[src/rtl/shvram_arbiter.sv]
// rtl/shvram_arbiter.sv - N-CPU shared video-RAM arbiter and region decoder
//
// Purpose:
//   Decodes each CPU memory cycle against NREGION address windows, grants the
//   VRAM to one CPU at a time and drives registered chip selects, address and
//   strobes toward the VRAMs. Losing or in-progress CPUs are held via wait_n.
//   Sequence per access: IDLE -> GRANT (ACCESS_CYCLES clocks) -> RELEASE -> IDLE.
//
// Configuration macro:
//   SHVRAM_FIXED_PRIO_EN  defined   : lowest CPU index always wins arbitration
//                         undefined : round-robin starting after the last owner
//
// Ports:
//   clk      in   1             system clock
//   reset    in   1             synchronous active-high reset
//   mreq_n   in   NCPU          per-CPU memory request, active low
//   rd_n     in   NCPU          per-CPU read strobe, active low
//   wr_n     in   NCPU          per-CPU write strobe, active low
//   addr     in   NCPU*AW       packed CPU addresses, CPU c = [c*AW +: AW]
//   wait_n   out  NCPU          per-CPU wait, low stalls the CPU
//   cs_n     out  NREGION       registered region chip selects, active low
//   vaddr    out  VAW           registered VRAM address
//   vrd_n    out  1             registered VRAM read strobe, active low
//   vwr_n    out  1             registered VRAM write strobe, active low
//   owner    out  OW            index of the currently granted CPU
//   busy     out  1             high in GRANT and RELEASE

module shvram_arbiter #(
  parameter int                       NCPU          = 2,
  parameter int                       AW            = 16,
  parameter int                       VAW           = 11,
  parameter int                       NREGION       = 4,
  parameter logic [NREGION*AW-1:0]    REGION_BASE   = '0,
  parameter logic [NREGION*AW-1:0]    REGION_MASK   = '0,
  parameter logic [NREGION*NCPU-1:0]  REGION_CPU    = '1,
  parameter int                       ACCESS_CYCLES = 2,
  localparam int                      OW            = (NCPU > 1) ? $clog2(NCPU) : 1
) (
  input  logic                 clk,
  input  logic                 reset,
  input  logic [NCPU-1:0]      mreq_n,
  input  logic [NCPU-1:0]      rd_n,
  input  logic [NCPU-1:0]      wr_n,
  input  logic [NCPU*AW-1:0]   addr,
  output logic [NCPU-1:0]      wait_n,
  output logic [NREGION-1:0]   cs_n,
  output logic [VAW-1:0]       vaddr,
  output logic                 vrd_n,
  output logic                 vwr_n,
  output logic [OW-1:0]        owner,
  output logic                 busy
);

  localparam int CW = (ACCESS_CYCLES > 1) ? $clog2(ACCESS_CYCLES) : 1;

  typedef enum logic [1:0] {
    S_IDLE    = 2'd0,
    S_GRANT   = 2'd1,
    S_RELEASE = 2'd2
  } state_t;

  state_t               state_q, state_d;
  logic [CW-1:0]        cnt_q, cnt_d;
  logic [OW-1:0]        owner_q, owner_d;
  logic [VAW-1:0]       vaddr_q, vaddr_d;
  logic [NREGION-1:0]   cs_n_q, cs_n_d;
  logic                 vrd_n_q, vrd_n_d;
  logic                 vwr_n_q, vwr_n_d;

  logic [NCPU-1:0][NREGION-1:0] hit;
  logic [NCPU-1:0][NREGION-1:0] sel_oh;
  logic [NCPU-1:0]              valid;
  logic [NCPU-1:0]              sel_found;

  logic [OW-1:0]        win;
  logic                 win_found;
  logic [AW-1:0]        win_addr;
  logic [NREGION-1:0]   win_sel;
  logic                 win_rd_n;
  logic                 win_wr_n;
  logic                 cnt_last;

  // Region decode: a window only counts as a hit for CPUs allowed into it,
  // and among several permitted hits only the lowest-index window is kept.
  always_comb begin
    hit       = '0;
    sel_oh    = '0;
    sel_found = '0;
    for (int c = 0; c < NCPU; c++) begin
      for (int r = 0; r < NREGION; r++) begin
        hit[c][r] = ((addr[c*AW +: AW] & REGION_MASK[r*AW +: AW]) ==
                     (REGION_BASE[r*AW +: AW] & REGION_MASK[r*AW +: AW])) &&
                    REGION_CPU[r*NCPU + c];
        if (hit[c][r] && !sel_found[c]) begin
          sel_oh[c][r] = 1'b1;
          sel_found[c] = 1'b1;
        end
      end
    end
  end

  always_comb begin
    for (int c = 0; c < NCPU; c++) begin
      valid[c] = ~mreq_n[c] & (~rd_n[c] | ~wr_n[c]) & sel_found[c];
    end
  end

`ifdef SHVRAM_FIXED_PRIO_EN
  // Fixed priority: scan from the top so the lowest valid index is left last.
  always_comb begin
    win       = '0;
    win_found = 1'b0;
    for (int c = NCPU - 1; c >= 0; c--) begin
      if (valid[c]) begin
        win       = OW'(c);
        win_found = 1'b1;
      end
    end
  end
`else
  // Round-robin: rr_q holds the CPU index the next search starts from.
  logic [OW-1:0] rr_q, rr_d;

  always_comb begin
    win       = '0;
    win_found = 1'b0;
    for (int i = 0; i < NCPU; i++) begin
      if (!win_found) begin
        if ((int'(rr_q) + i) >= NCPU) begin
          if (valid[int'(rr_q) + i - NCPU]) begin
            win       = OW'(int'(rr_q) + i - NCPU);
            win_found = 1'b1;
          end
        end else begin
          if (valid[int'(rr_q) + i]) begin
            win       = OW'(int'(rr_q) + i);
            win_found = 1'b1;
          end
        end
      end
    end
  end

  always_comb begin
    rr_d = rr_q;
    if (state_q == S_IDLE && win_found) begin
      rr_d = (int'(win) == NCPU - 1) ? '0 : win + OW'(1);
    end
  end

  always_ff @(posedge clk) begin
    if (reset) begin
      rr_q <= '0;
    end else begin
      rr_q <= rr_d;
    end
  end
`endif

  // Fields of the winning CPU, captured into the output registers at grant.
  always_comb begin
    win_addr = '0;
    win_sel  = '0;
    win_rd_n = 1'b1;
    win_wr_n = 1'b1;
    for (int c = 0; c < NCPU; c++) begin
      if (win == OW'(c)) begin
        win_addr = addr[c*AW +: AW];
        win_sel  = sel_oh[c];
        win_rd_n = rd_n[c];
        win_wr_n = wr_n[c];
      end
    end
  end

  assign cnt_last = (cnt_q == CW'(ACCESS_CYCLES - 1));

  always_comb begin
    state_d = state_q;
    cnt_d   = cnt_q;
    owner_d = owner_q;
    vaddr_d = vaddr_q;
    cs_n_d  = cs_n_q;
    vrd_n_d = vrd_n_q;
    vwr_n_d = vwr_n_q;
    case (state_q)
      S_IDLE: begin
        if (win_found) begin
          state_d = S_GRANT;
          cnt_d   = '0;
          owner_d = win;
          vaddr_d = win_addr[VAW-1:0];
          cs_n_d  = ~win_sel;
          // Both strobes low is a write: suppress the read strobe.
          vwr_n_d = win_wr_n;
          vrd_n_d = win_rd_n | ~win_wr_n;
        end
      end
      S_GRANT: begin
        // Either the access completed or the owner walked away: close it out.
        if (cnt_last || !valid[owner_q]) begin
          state_d = S_RELEASE;
          cnt_d   = '0;
          cs_n_d  = '1;
          vrd_n_d = 1'b1;
          vwr_n_d = 1'b1;
        end else begin
          cnt_d = cnt_q + CW'(1);
        end
      end
      S_RELEASE: begin
        state_d = S_IDLE;
      end
      default: begin
        state_d = S_IDLE;
        cs_n_d  = '1;
        vrd_n_d = 1'b1;
        vwr_n_d = 1'b1;
      end
    endcase
  end

  always_ff @(posedge clk) begin
    if (reset) begin
      state_q <= S_IDLE;
      cnt_q   <= '0;
      owner_q <= '0;
      vaddr_q <= '0;
      cs_n_q  <= '1;
      vrd_n_q <= 1'b1;
      vwr_n_q <= 1'b1;
    end else begin
      state_q <= state_d;
      cnt_q   <= cnt_d;
      owner_q <= owner_d;
      vaddr_q <= vaddr_d;
      cs_n_q  <= cs_n_d;
      vrd_n_q <= vrd_n_d;
      vwr_n_q <= vwr_n_d;
    end
  end

  // A CPU is released for exactly the last clock of its own access; any
  // other CPU with a valid cycle is stalled. Reset releases everyone.
  always_comb begin
    wait_n = '1;
    if (!reset) begin
      for (int c = 0; c < NCPU; c++) begin
        wait_n[c] = ~valid[c] |
                    ((state_q == S_GRANT) && (owner_q == OW'(c)) && cnt_last);
      end
    end
  end

  assign cs_n  = cs_n_q;
  assign vaddr = vaddr_q;
  assign vrd_n = vrd_n_q;
  assign vwr_n = vwr_n_q;
  assign owner = owner_q;
  assign busy  = (state_q != S_IDLE);

endmodule
[config.mk]
export PLATFORM = sky130hd
export DESIGN_NAME = shvram_arbiter
export DESIGN_NICKNAME = d
export VERILOG_FILES = /design/src/rtl/shvram_arbiter.sv
export SDC_FILE = /design/constraint.sdc
export NUM_CORES = 1
export LEC_CHECK = 0
export ABC_AREA = 0
export CAP_MARGIN = 30
export CELL_PAD_IN_SITES_DETAIL_PLACEMENT = 0
export CELL_PAD_IN_SITES_GLOBAL_PLACEMENT = 1
export CORE_ASPECT_RATIO = 0.9
export CORE_UTILIZATION = 24
export CTS_BUF_LIST = sky130_fd_sc_hd__clkbuf_4 sky130_fd_sc_hd__clkbuf_8
export DETAILED_ROUTE_END_ITERATION = 8
export GPL_TIMING_DRIVEN = 0
export PLACE_DENSITY_LB_ADDON = 0.3
export SYNTH_ARGS = -nofsm -noshare
export SYNTH_HDL_FRONTEND = slang
export SYNTH_SLANG_ARGS = --single-unit
[constraint.sdc]
create_clock -name clk -period 1.2 [get_ports clk]
set_input_delay 0.24 -clock clk [delete_from_list [all_inputs] [get_ports clk]]
set_output_delay 0.24 -clock clk [all_outputs]
set_load 0.02 [all_outputs]
# After elaboration in Yosys (flattened, before gate mapping)
# Cells that the tools add are included.
# classes
n_addsub,5
multipliers,0
div,0
magnitude_cmp,7
eq_ne,4
n_shift,0
muxes,46
bitwise,18
n_reduce_logical,14
# ops
cell,count
$lt 32x3->1 const B,3
$mux 1,35
$ge 32x3->1 const B,1
$sub 32x3->32 const B,1
$pmux 4 s3,1
$mux 11,1
$not 1->1,11
$mux 4,2
$mux 2,3
$pmux 1 s3,2
$reduce_and 2->1,3
$logic_and 1x1->1,5
$or 1x1->1,5
$lt 1x2->1 const B,2
$ne 2x2->1 const B,2
$pmux 2 s2,1
$reduce_bool 2->1,2
$reduce_and 3->1,1
$sub 1x2->3 const B,1
$add 1x1->1 const B,2
$add 1x1->2 const B,1
$and 1x1->1,2
$eq 2x1->1 const B,1
$eq 2x2->1 const B,1
5 further kinds,5
# totals
reg_bits,22
latchBits,0
mem_bits_rw,0
romBits,0
input_bits,40
wordCells,102
mem_count,0

# Logic depth before layout (Yosys ltp)
# Gate-level depths: netlist of the first run.
# logic_depth
word_depth,16
ltp_mapped,6
mapped_depth_nobuf,4

# Least setup slack after synthesis of the first run
# No wires, ideal clock.
# synth_path
path_type,register to register
start,reg state_q[0]
end,"reg vaddr_q[0], in the netlist vaddr[0]"
setup_time_ns,0.139
arrival_ns,1.208
required_time_ns,1.061
setup_slack_ns,-0.148
stages_incl_launch_ff,6
period_less_slack_ns,1.348
path_cell_list,dfxtp_1 > or2_1 > buf_6 > a21oi_4 > buf_2 > a311oi_2
# synth_via
elab_chain_len,2
# synth_rtl
element,line_no,source
start: declaration,62,"state_t state_q, state_d;"
start signal: assignment,233,state_q <= state_d;
$logic_not 2->1,186,case (state_q)
$reduce_and 2->1 (no line),--,
end signal: assignment,236,vaddr_q <= vaddr_d;
end: declaration,65,"logic [VAW-1:0] vaddr_q, vaddr_d;"
# Every way passes these cells.
# A chain may end at the register's enable or synchronous reset.

# Worst setup path after layout of the first run
# layout_path
start,reg state_q[1]
end,"reg vaddr_q[8], in the netlist vaddr[8]"
# The elaborated chain is that of the path after synthesis.

==> results of run 1 <==
## registers in the layout, summed over array words and instances, names as in the netlist
| signal | cells |
|---|---|
| cs_n | 1 |
| vaddr | 11 |
| cnt_last | 1 |
| vrd_n | 1 |
| owner | 1 |
| rr_q | 1 |
| state_q | 2 |
| vwr_n | 1 |
## worst max-delay path: stages, from the launching register on
cell and delay (ns):
dfxtp_2 0.32, or2_1 0.23, buf_6 0.13, a21oi_4 0.13, buf_12 0.15, buf_8 0.11
nor2_2 0.04, a311oi_2 0.21
## final timing paths
| path | startpoint | endpoint | depth (start not counted) |
|---|---|---|---|
| max | state_q[1] | vaddr[8] | 7 |
| min | wr_n[0] | vwr_n | 3 |
| max reg2reg | state_q[1] | vaddr[8] | 7 |
| min reg2reg | cs_n[0] | cs_n[0] | 1 |
## final cells by class
| cell class | instances | area (sq um) |
|---|---|---|
| multi-input combinational | 94 | 679.4 |
| tap | 48 | 60.06 |
| clock inverter | 1 | 5.005 |
| clock buffer | 3 | 41.29 |
| inverter | 1 | 3.754 |
| fill | 413 | 2221 |
| buffer | 10 | 103.9 |
| timing repair buffer | 61 | 573.1 |
| sequential | 19 | 386.6 |
## where the power goes
part | internal [W] | switching [W]
registers | 0.000707 | 0.0000625
logic | 0.000450 | 0.000427
clock network | 0.000230 | 0.000212
## metal layers
| layer | track usage [%] | part of all wire [%] | wire length, um |
|---|---|---|---|
| met5 | 0 | 0 | 0 |
| met4 | 6.633 | 1.6 | 53 |
| met3 | 4.320 | 5.7 | 189 |
| met2 | 25.12 | 46 | 1530 |
| met1 | 18.31 | 46 | 1529 |
## repair_timing
action	in CTS	in global routing
setup buffers	11	1
gates resized for setup	89	26
hold endpoints to repair	0	0
endpoints found under the setup margin	37	30
pin swaps	17	6
cloned	2	0
## logic make-up after synthesis
| family | synth area share [%] |
|---|---|
| flip-flops | 37.53 |
| AND/OR/NAND/NOR | 24.57 |
| buffers and inverters | 7.531 |
| other | 0.3700 |
| AO/OA/AOI/OAI | 29.01 |
| multiplexers | 0.9877 |
## metrics by stage
step	util [%]	hold slack [ns]	instances	setup TNS (ns)	worst slack, ns
after floorplan	-	0.3656	124	-1.265	-0.1140
after global placement	38.21	0.4581	219	-13.85	-1.106
after detailed placement	38.21	0.4586	219	-14.14	-1.117
after CTS	44.20	0.4173	236	-3.025	-0.1995
after global routing	45.49	0.3278	237	-4.320	-0.2583
final	45.49	0.3213	237	-3.110	-0.2110
## cells in the final DEF (no fill, tap or decap), drive strengths merged, types with 4 or more instances in the layout
cell	instances
dlygate4sd2	6
a311oi	11
a21o	4
clkbuf	9
a21oi	6
clkdlybuf4s50	22
nand2	25
buf	30
nor2	18
clkdlybuf4s15	7
dfxtp	19
==> flow_summary.json, run 1 <==
{
  "status": "complete, but fails checks",
  "violations": "design-rule violations, negative setup slack",
  "total_power_w": 0.002089,
  "viasPerCell": 4.776,
  "grt_max_degree": 12,
  "antenna_found_initial": 0,
  "root_buffer": "clkbuf_8",
  "critPathKind": "reg -> reg",
  "synthCells": 122,
  "async_reset_ff_share_pct": 0,
  "core_area_sq_um": 4074,
  "cp_max_fo": 8,
  "ant_nets": 0,
  "final.setup.worst_slack_ns": -0.2110,
  "die_area_sq_um": 4487,
  "syn_avg_cell_area_sq_um": 8.307,
  "clk_pin_slew_worst_paths_ns": 0.07,
  "dpl-instance-area_sq_um": 1556,
  "synth-edff-count": 0,
  "cts_tree": "built",
  "fp-row-count": 22,
  "yosysSeqAreaShare_pct": 37.53,
  "start_util_pct": 24.88,
  "cts_buffer_depth": 2,
  "hp-class": "in -> reg",
  "wl_per_cell_um": 13.93,
  "io_buffers": 47,
  "critPathLaunchType": "flop",
  "ir_worst_vdd_v": 0.0004663,
  "io_pins": 61,
  "ys.warnings.count": 0,
  "drc_errors": 4,
  "cts_buffers": 3,
  "htree_levels": 1,
  "maxSlewHeadroom_pct": 60.06,
  "synth_commonest_cells": "25 x nand2_1, 19 x dfxtp_1, 18 x nor2_1",
  "setup_viol": 22,
  "reg2reg_slack_ns": -0.21,
  "drv_cap": 0,
  "rsz0062_at_grt": "true",
  "place_congestion": 0.6890,
  "synth_flop_cell": "dfxtp_1",
  "grt_pass1_wl_mm": 5.354,
  "die_y_um": 63.65,
  "dp_hpwl_mm": 2.136,
  "min_period_ns": 1.411,
  "cts_hold_buf": 0,
  "tightest_slew_ns": 0.5991,
  "final_cell_area_sq_um": 1853,
  "drive_gt1_share_pct": 39.68,
  "syn_area_sq_um": 1013,
  "fin_crit_sh_pct": 117.6,
  "fmax_mhz": 708.7,
  "hold_viol": 0,
  "vias": 1132,
  "netlist_top_cells_area": "dfxtp_1 38%, nand2_1 9.3%, a311oi_2 8.9%, nor2_1 6.7%, a311oi_1 4.3%",
  "end_kind": "flop",
  "area_delta_synth_final_pct": 82.84,
  "clk_latency_ns": 0.25,
  "drt_iter0_markers": 21,
  "cp.arrival_ns": 1.58,
  "clock_skew_ns": 0.004964,
  "grtUsageTotal_pct": 15.20,
  "cellLeakagePower_nw": 0.7458,
  "clock-sinks": 19,
  "ys_seq_elements": 19,
  "firstDrtPassIters": 6,
  "netlist.area_leader.share_pct": 37.53,
  "yosys.area.top_type": "dfxtp_1",
  "crit_required_ns": 1.37,
  "yosysMostFrequentCell": "nand2_1",
  "grt_overflow": 0,
  "final_nets": 230,
  "die_w_um": 70.50,
  "ys_types": 35,
  "wirelength_mm": 3.302,
  "p_per_area_nw_per_um2": 1127,
  "diodes": 0,
  "grt_pass1_vias": 1171,
  "slew_violations": 0
}
No activity file was read; power rests on OpenSTA's default activity.
==> run 2: changes to the inputs <==
Settings changed: CTS_CLUSTER_SIZE set to 28, SLEW_MARGIN set to 15.
==> results of run 2 <==
Final layout, timing and power as in run 1 (identical DEF).
==> run 3: changes to the inputs <==
Settings changed: CTS_BUF_LIST sky130_fd_sc_hd__clkbuf_4 sky130_fd_sc_hd__clkbuf_8 to sky130_fd_sc_hd__clkbuf_2 sky130_fd_sc_hd__clkbuf_4 sky130_fd_sc_hd__clkbuf_8.
==> results of run 3 <==
Final layout, timing and power as in run 1 (identical DEF).
